`config.mk`:
```
export PLATFORM = sky130hd
export DESIGN_NAME = rv_fetch_unit_flat
export DESIGN_NICKNAME = d
export VERILOG_FILES = /design/src/rtl/axi_lite_if.sv /design/src/rtl/rv_fetch_unit.sv /design/src/flat_wrapper.sv
export SDC_FILE = /design/constraint.sdc
export NUM_CORES = 1
export LEC_CHECK = 0
export BUFFER_PORTS_ARGS = -buffer_cell sky130_fd_sc_hd__buf_4
export CORE_MARGIN = 1
export CORE_UTILIZATION = 40
export CTS_CLUSTER_DIAMETER = 60
export DETAILED_ROUTE_END_ITERATION = 7
export HOLD_SLACK_MARGIN = 0.03
export PLACE_DENSITY = 0.64
export SYNTH_ARGS = -nofsm -noshare
export SYNTH_HDL_FRONTEND = slang
export SYNTH_SLANG_ARGS = --single-unit
```
`constraint.sdc`:
```
create_clock -name clk -period 9.9 [get_ports clk]
set_input_delay 0.495 -clock clk [delete_from_list [all_inputs] [get_ports clk]]
set_output_delay 0.495 -clock clk [all_outputs]
set_load 0.02 [all_outputs]
```
`src/rtl/axi_lite_if.sv`:
```
// rtl/axi_lite_if.sv - AXI-Lite read-channel bundle used by the instruction fetch port
interface axi_lite_if #(
    parameter int AW = 64,
    parameter int DW = 64
);
    logic          arvalid;
    logic          arready;
    logic [AW-1:0] araddr;
    logic [2:0]    arprot;
    logic          rvalid;
    logic          rready;
    logic [DW-1:0] rdata;
    logic [1:0]    resp;

    modport M (output arvalid, araddr, arprot, rready, input arready, rvalid, rdata, resp);
    modport S (input arvalid, araddr, arprot, rready, output arready, rvalid, rdata, resp);
endinterface

```
`src/rtl/rv_fetch_unit.sv`:
```
// rtl/rv_fetch_unit.sv - credit-checked instruction fetcher with in-order PC queue and instruction buffer
module rv_fetch_unit #(
    parameter int              XLEN      = 64,
    parameter int              I_DLEN    = 64,
    parameter logic [XLEN-1:0] INIT_ADDR = '0,
    parameter int              DEPTH     = 4,
    parameter int              MAX_OUT   = 2
) (
    input  logic            clk,
    input  logic            rstn,
    axi_lite_if.M           im,
    input  logic            fetch_en,
    input  logic            redirect_valid,
    input  logic [XLEN-1:0] redirect_addr,
    output logic            inst_valid,
    input  logic            inst_ready,
    output logic [31:0]     inst_data,
    output logic [XLEN-1:0] inst_pc,
    output logic            inst_fault
);
    localparam int CW = $clog2(MAX_OUT + 1);
    localparam int BW = $clog2(DEPTH + 1);
    localparam int AW = $clog2(DEPTH);
    localparam int QW = (MAX_OUT > 1) ? $clog2(MAX_OUT) : 1;

    logic [XLEN-1:0] pc_q, pc_d, pc_base;
    logic [XLEN-1:0] araddr_q, araddr_d;
    logic            arvalid_q, arvalid_d;
    logic [CW-1:0]   out_q, out_d;
    logic [CW-1:0]   drop_q, drop_d;
    logic            fault_q, fault_d;

    logic [XLEN-1:0] pcq_mem [MAX_OUT];
    logic [QW-1:0]   pcq_rd, pcq_wr;
    logic [XLEN-1:0] pcq_head;

    logic [XLEN-1:0] buf_pc   [DEPTH];
    logic [31:0]     buf_word [DEPTH];
    logic            buf_flt  [DEPTH];
    logic [AW-1:0]   buf_rd, buf_wr;
    logic [BW-1:0]   buf_cnt, buf_cnt_d;

    logic        hs_ar, hs_r, hs_inst, rready;
    logic        misalign, r_keep, r_fault, ar_hold, can_issue;
    logic [31:0] word_sel;

    function automatic logic [QW-1:0] q_inc(input logic [QW-1:0] p);
        return (32'(p) == MAX_OUT - 1) ? '0 : p + QW'(1);
    endfunction

    assign hs_ar    = arvalid_q & im.arready;
    assign rready   = (out_q != '0);
    assign hs_r     = im.rvalid & rready;
    assign hs_inst  = inst_valid & inst_ready;
    assign misalign = redirect_valid & (redirect_addr[1:0] != 2'b00);
    // Responses owed to a flushed stream are the oldest in flight, so drops come first.
    assign r_keep   = hs_r & ~redirect_valid & (drop_q == '0);
    assign r_fault  = (im.resp != 2'b00);
    assign ar_hold  = arvalid_q & ~im.arready;
    assign pcq_head = pcq_mem[pcq_rd];

    if (I_DLEN == 64) begin : g_w64
        assign word_sel = pcq_head[2] ? im.rdata[63:32] : im.rdata[31:0];
    end else begin : g_w32
        assign word_sel = im.rdata[31:0];
    end

    always_comb begin
        out_d     = out_q + CW'(hs_ar) - CW'(hs_r);
        drop_d    = drop_q;
        buf_cnt_d = buf_cnt;
        fault_d   = fault_q;
        if (redirect_valid) begin
            // Everything still in flight, including a held AR, belongs to the old stream.
            drop_d    = out_d + CW'(ar_hold);
            buf_cnt_d = BW'(misalign);
            fault_d   = misalign;
        end else begin
            if (hs_r && (drop_q != '0)) drop_d = drop_q - CW'(1);
            buf_cnt_d = buf_cnt + BW'(r_keep) - BW'(hs_inst);
            fault_d   = fault_q | (r_keep & r_fault);
        end

        pc_base   = redirect_valid ? redirect_addr : pc_q;
        can_issue = fetch_en & ~fault_d & (32'(out_d) < MAX_OUT)
                  & ((32'(out_d) + 32'(buf_cnt_d)) < DEPTH);

        arvalid_d = 1'b1;
        araddr_d  = araddr_q;
        pc_d      = pc_base;
        if (!ar_hold) begin
            arvalid_d = can_issue;
            if (can_issue) begin
                araddr_d = pc_base;
                pc_d     = pc_base + XLEN'(4);
            end
        end
    end

    always_ff @(posedge clk or negedge rstn) begin
        if (!rstn) begin
            pc_q      <= INIT_ADDR;
            araddr_q  <= INIT_ADDR;
            arvalid_q <= 1'b0;
            out_q     <= '0;
            drop_q    <= '0;
            fault_q   <= 1'b0;
            pcq_rd    <= '0;
            pcq_wr    <= '0;
            buf_rd    <= '0;
            buf_wr    <= '0;
            buf_cnt   <= '0;
        end else begin
            pc_q      <= pc_d;
            araddr_q  <= araddr_d;
            arvalid_q <= arvalid_d;
            out_q     <= out_d;
            drop_q    <= drop_d;
            fault_q   <= fault_d;
            buf_cnt   <= buf_cnt_d;
            if (hs_ar) pcq_wr <= q_inc(pcq_wr);
            if (hs_r)  pcq_rd <= q_inc(pcq_rd);
            if (redirect_valid) begin
                buf_rd <= buf_wr;
                if (misalign) buf_wr <= buf_wr + AW'(1);
            end else begin
                if (r_keep)  buf_wr <= buf_wr + AW'(1);
                if (hs_inst) buf_rd <= buf_rd + AW'(1);
            end
        end
    end

    always_ff @(posedge clk) begin
        if (hs_ar) pcq_mem[pcq_wr] <= araddr_q;
        if (misalign) begin
            buf_pc[buf_wr]   <= redirect_addr;
            buf_word[buf_wr] <= '0;
            buf_flt[buf_wr]  <= 1'b1;
        end else if (r_keep) begin
            buf_pc[buf_wr]   <= pcq_head;
            buf_word[buf_wr] <= word_sel;
            buf_flt[buf_wr]  <= r_fault;
        end
    end

    assign inst_valid = (buf_cnt != '0);
    assign inst_data  = inst_valid ? buf_word[buf_rd] : '0;
    assign inst_pc    = inst_valid ? buf_pc[buf_rd] : '0;
    assign inst_fault = inst_valid & buf_flt[buf_rd];

    assign im.arvalid = arvalid_q;
    assign im.araddr  = araddr_q;
    assign im.arprot  = 3'b100;
    assign im.rready  = rready;
endmodule

```
`src/flat_wrapper.sv`:
```
// flat-port wrapper written by rule: the top's interface ports become plain ports
module rv_fetch_unit_flat 
#(
    parameter int              XLEN      = 64,
    parameter int              I_DLEN    = 64,
    parameter logic [XLEN-1:0] INIT_ADDR = '0,
    parameter int              DEPTH     = 4,
    parameter int              MAX_OUT   = 2
)
  (clk, rstn, fetch_en, redirect_valid, redirect_addr, inst_valid, inst_ready, inst_data, inst_pc, inst_fault, im_arvalid, im_araddr, im_arprot, im_rready, im_arready, im_rvalid, im_rdata, im_resp);
  axi_lite_if im_i ();
  input  logic clk;
  input  logic rstn;
  input  logic fetch_en;
  input  logic redirect_valid;
  input  logic [XLEN-1:0] redirect_addr;
  output logic inst_valid;
  input  logic inst_ready;
  output logic [31:0] inst_data;
  output logic [XLEN-1:0] inst_pc;
  output logic inst_fault;
  output wire logic [$bits(im_i.arvalid)-1:0] im_arvalid;
  output wire logic [$bits(im_i.araddr)-1:0] im_araddr;
  output wire logic [$bits(im_i.arprot)-1:0] im_arprot;
  output wire logic [$bits(im_i.rready)-1:0] im_rready;
  input wire logic [$bits(im_i.arready)-1:0] im_arready;
  input wire logic [$bits(im_i.rvalid)-1:0] im_rvalid;
  input wire logic [$bits(im_i.rdata)-1:0] im_rdata;
  input wire logic [$bits(im_i.resp)-1:0] im_resp;
  assign im_arvalid = im_i.arvalid;
  assign im_araddr = im_i.araddr;
  assign im_arprot = im_i.arprot;
  assign im_rready = im_i.rready;
  assign im_i.arready = im_arready;
  assign im_i.rvalid = im_rvalid;
  assign im_i.rdata = im_rdata;
  assign im_i.resp = im_resp;
  rv_fetch_unit #(.XLEN(XLEN), .I_DLEN(I_DLEN), .INIT_ADDR(INIT_ADDR), .DEPTH(DEPTH), .MAX_OUT(MAX_OUT)) u_core (.clk(clk), .rstn(rstn), .im(im_i), .fetch_en(fetch_en), .redirect_valid(redirect_valid), .redirect_addr(redirect_addr), .inst_valid(inst_valid), .inst_ready(inst_ready), .inst_data(inst_data), .inst_pc(inst_pc), .inst_fault(inst_fault));
endmodule
```
==> summary.log <==
qor: power_and_ir_drop.p_per_area 294 nW/µm²
qor: critical_path.r2r.worst_path.cells 14
qor: synthesis.synthTopCellsByArea edfxtp_1 56%, dfrtp_1 13%, mux4_2 7.9%
qor: clock_network.clkSinkCount 659
qor: place.gp_congestion 0.801
qor: detailed_routing.detail_route.wirelength 68500 µm
qor: outcome.status completed
qor: cells_and_area.drive_gt1_share 25.3%
qor: synthesis.synth.most_common_cell edfxtp_1
qor: floorplan.die_w 266 µm
qor: cells_and_area.design.final.nets 2282
qor: detailed_routing.vias_per_cell 5.28
qor: detailed_routing.num_vias 16400
qor: detailed_routing.post_detailed_route_count_of_antenna_violating_nets 0
qor: cells_and_area.final-instance-count-excl-fill 3117
qor: synthesis.fraction_of_the_yosys_area_taken_by_sequential_cells 68.6%
qor: detailed_routing.detailedRoute.firstIterationViolations 1350
qor: sta.grt_setup_unrepaired false
qor: synthesis.synth.largest_area_cell edfxtp_1
qor: min_path.worstHoldPathCells 2
qor: critical_path.timing.critical_path.from_type register
qor: min_path.min_path_type in2reg
qor: sta.timing.slew.headroom 23.4%
qor: cells_and_area.multi_input_area 8270 µm²
qor: cells_and_area.n_fill_cell 5974
qor: synthesis.synth-seq-cells 659
qor: power_and_ir_drop.vdd_ir_drop_max 0.153 mV
qor: clock_network.post_cts_buffers 0
qor: clock_network.max-clock-path-buffers 3
qor: critical_path.setup.worst_path.class reg2reg
qor: floorplan.initial_core_util 40.5%
qor: sta.fmax 180 MHz
qor: sta.timing_max_transition_violations_final 0
qor: grt.overflow 0
qor: synthesis.yosysTopAreaCellShare 55.7%
qor: critical_path.setup_slack_of_the_most_critical_reg_to_reg_path 4350 ps
qor: floorplan.rows 96
qor: sta.period_needed 5550 ps
qor: cells_and_area.seqCellArea 19100 µm²
qor: synthesis.synthesis.area 27800 µm²
qor: critical_path.worst_r2r_end u_core.pc_q[63]
qor: clock_network.tritoncts_clock_tree done
qor: synthesis.yosysWarnings 0
qor: grt.number_of_antenna_violations_at_the_first_check_in_global_routing 5
qor: critical_path.critPathMaxFanout 85
qor: critical_path.cp-startpoint u_core.out_q[1]
qor: synthesis.ys_types 62
qor: sta.setup_violations 0
qor: synthesis.ys_async_sr_fraction 21.7%
qor: synthesis.syn-instance-count 1845
qor: clock_network.clkLatencyLatePin 600 ps
qor: flow_run.timing.max_cap.violations 0
qor: place.detailedPlacementHpwl 44500 µm
qor: clock_network.clkSlewWorstSetupHoldPaths 60 ps
qor: critical_path.worst_setup_path_endpoint u_core.pc_q[63]
qor: place.placed_cells 2990
qor: floorplan.die_height 266 µm
qor: detailed_routing.remaining_routing_drc_violations 0
qor: grt.global_route_wire_length_before_repair 103000 µm
qor: grt.pin_count_of_the_biggest_net_entering_global_routing 99
qor: detailed_routing.drt_first_pass_iters 5
qor: synthesis.yosys-top-cells-count 516 x edfxtp_1, 205 x nand2_1, 143 x dfrtp_1, 118 x mux2i_1, 107 x and2_1
qor: critical_path.endpoint_kind register
qor: floorplan.io_pins 304
qor: clock_network.inserted_clock_buffers 70
qor: sta.fin_worst_skew 21.4 ps
qor: sta.max_slew.worst_pin.slew 1150 ps
qor: synthesis.syn-mean-instance-area 15.1 µm²
qor: clock_network.ctsRootBufferMaster clkbuf_16
qor: sta.layout_worst_path_cycle_share 56.1%
qor: place.portBuffers 300
qor: critical_path.cp.required 10380 ps
qor: synthesis.edff_count_synth 516
qor: grt.first_global_vias 16900
qor: detailed_routing.wl_per_cell 22.0 µm
qor: critical_path.reg_to_reg_startpoint u_core.out_q[1]
qor: synthesis.postSynth.topFlopCell edfxtp_1
qor: floorplan.design.core.area 68700 µm²
qor: critical_path.critical_path_arrival 6030 ps
qor: cells_and_area.layout-area-overhead-vs-synth 19.4%
qor: clock_network.htreeDepth 3
qor: sta.final_hold_viol_count 0
qor: floorplan.dieArea 70600 µm²
qor: grt.grtUsageTotal 19.4%
qor: sta.setup-tns-final 0 ps
qor: power_and_ir_drop.p_leak 12.4 nW
## worst min-delay path by stage
stage,startpoint,end
after floorplan,rstn,u_core.buf_cnt[0]
after global placement,u_core.im.araddr[62],u_core.pcq_mem[0][62]
after detailed placement,u_core.im.araddr[62],u_core.pcq_mem[1][62]
after CTS,redirect_addr[1],u_core.pc_q[1]
after global routing,redirect_addr[1],u_core.pc_q[1]
final,redirect_addr[1],u_core.pc_q[1]
## power breakdown
group | total (mW) | internal, mW | switching, mW
combinational | 3.14 | 1.36 | 1.79
clock | 2.56 | 1.50 | 1.06
sequential | 4.05 | 3.65 | 0.405
total | 9.76 | 6.51 | 3.25
## worst max-delay path, stage by stage, from the launching register on
cell and delay, ps:
dfrtp_1 390, o21ai_1 340, or2_4 720, inv_1 160, ha_1 250, fa_1 480, nor2b_1 210, ha_1 270
o211a_1 140, a2111oi_0 420, and3_4 570, buf_4 730, and2_1 400, nand4_1 150, xor2_1 160
## state kept, by name, indices dropped and copies added, names as in the netlist, 2 cells and up
name / cells
u_core.out_q: 2
u_core.buf_pc: 256
u_core.drop_q: 2
u_core.buf_rd: 2
u_core.buf_wr: 2
u_core.buf_cnt: 3
u_core.pc_q: 64
u_core.buf_word: 128
u_core.im.araddr: 64
u_core.buf_flt: 4
u_core.pcq_mem: 128
## through the flow
step / util, % / hold slack (ps) / setup slack [ps] / area, µm² / total power, mW
3_3_place_gp: 45.1 / 480 / 3840 / 31000 / 7.24
4_1_cts: 48.3 / 187 / 4180 / 33200 / 9.89
6_report: 48.4 / 248 / 4350 / 33200 / 9.76
2_1_floorplan: - / 199 / 5190 / 27800 / 5.95
3_5_place_dp: 45.1 / 484 / 3650 / 31000 / 7.31
5_1_grt: 48.4 / 219 / 3810 / 33200 / 10.2
## placed cells by master (no fill, tap or decap), types with 49 or more instances in the layout
cell and instances:
edfxtp_1 516, buf_4 312, nand2_1 205, dfrtp_1 140
mux2i_1 117, and2_1 103, a21oi_1 101, mux4_2 97
o21ai_0 82, nor2_1 75, clkbuf_16 74, nand3_1 49
## final cells by class
type,instances,share of cell area (%)
diodes,4,0.0301
repair buffers,315,7.15
well taps,931,3.51
clock buffers,89,5.89
clock inverters,33,0.840
flip-flops and latches,659,57.4
multi-input cells,1064,24.9
inverters,22,0.249
## what timing repair did
| item | CTS | global route |
|---|---|---|
| hold buffers | 1 | 0 |
| endpoints found under the hold margin | 75 | 0 |
| gates resized for setup | 0 | 0 |
## metal layers
metal / vias to the layer above / routed length, µm / GRT usage, % / part of all wire (%)
met2: 438 / 34200 / 32.9 / 50
met1: 8441 / 29300 / 25.3 / 43
li1: 7482 / - / - / -
met5: - / 12 / 0 / 0.018
met4: 2 / 1370 / 6.34 / 2.0
met3: 83 / 3730 / 3.62 / 5.4
## cells by family after synthesis
logic type	Yosys count	share of synthesized area (%)
buffers and inverters	123	1.89
adder cells (fa/ha/maj)	13	0.612
multiplexers	223	12.4
flip-flops	659	68.6
other	2	0.0270
AO/OA/AOI/OAI	216	4.29
XOR/XNOR	72	2.37
AND/OR/NAND/NOR	537	9.83
(Power assumes the default switching activity.)
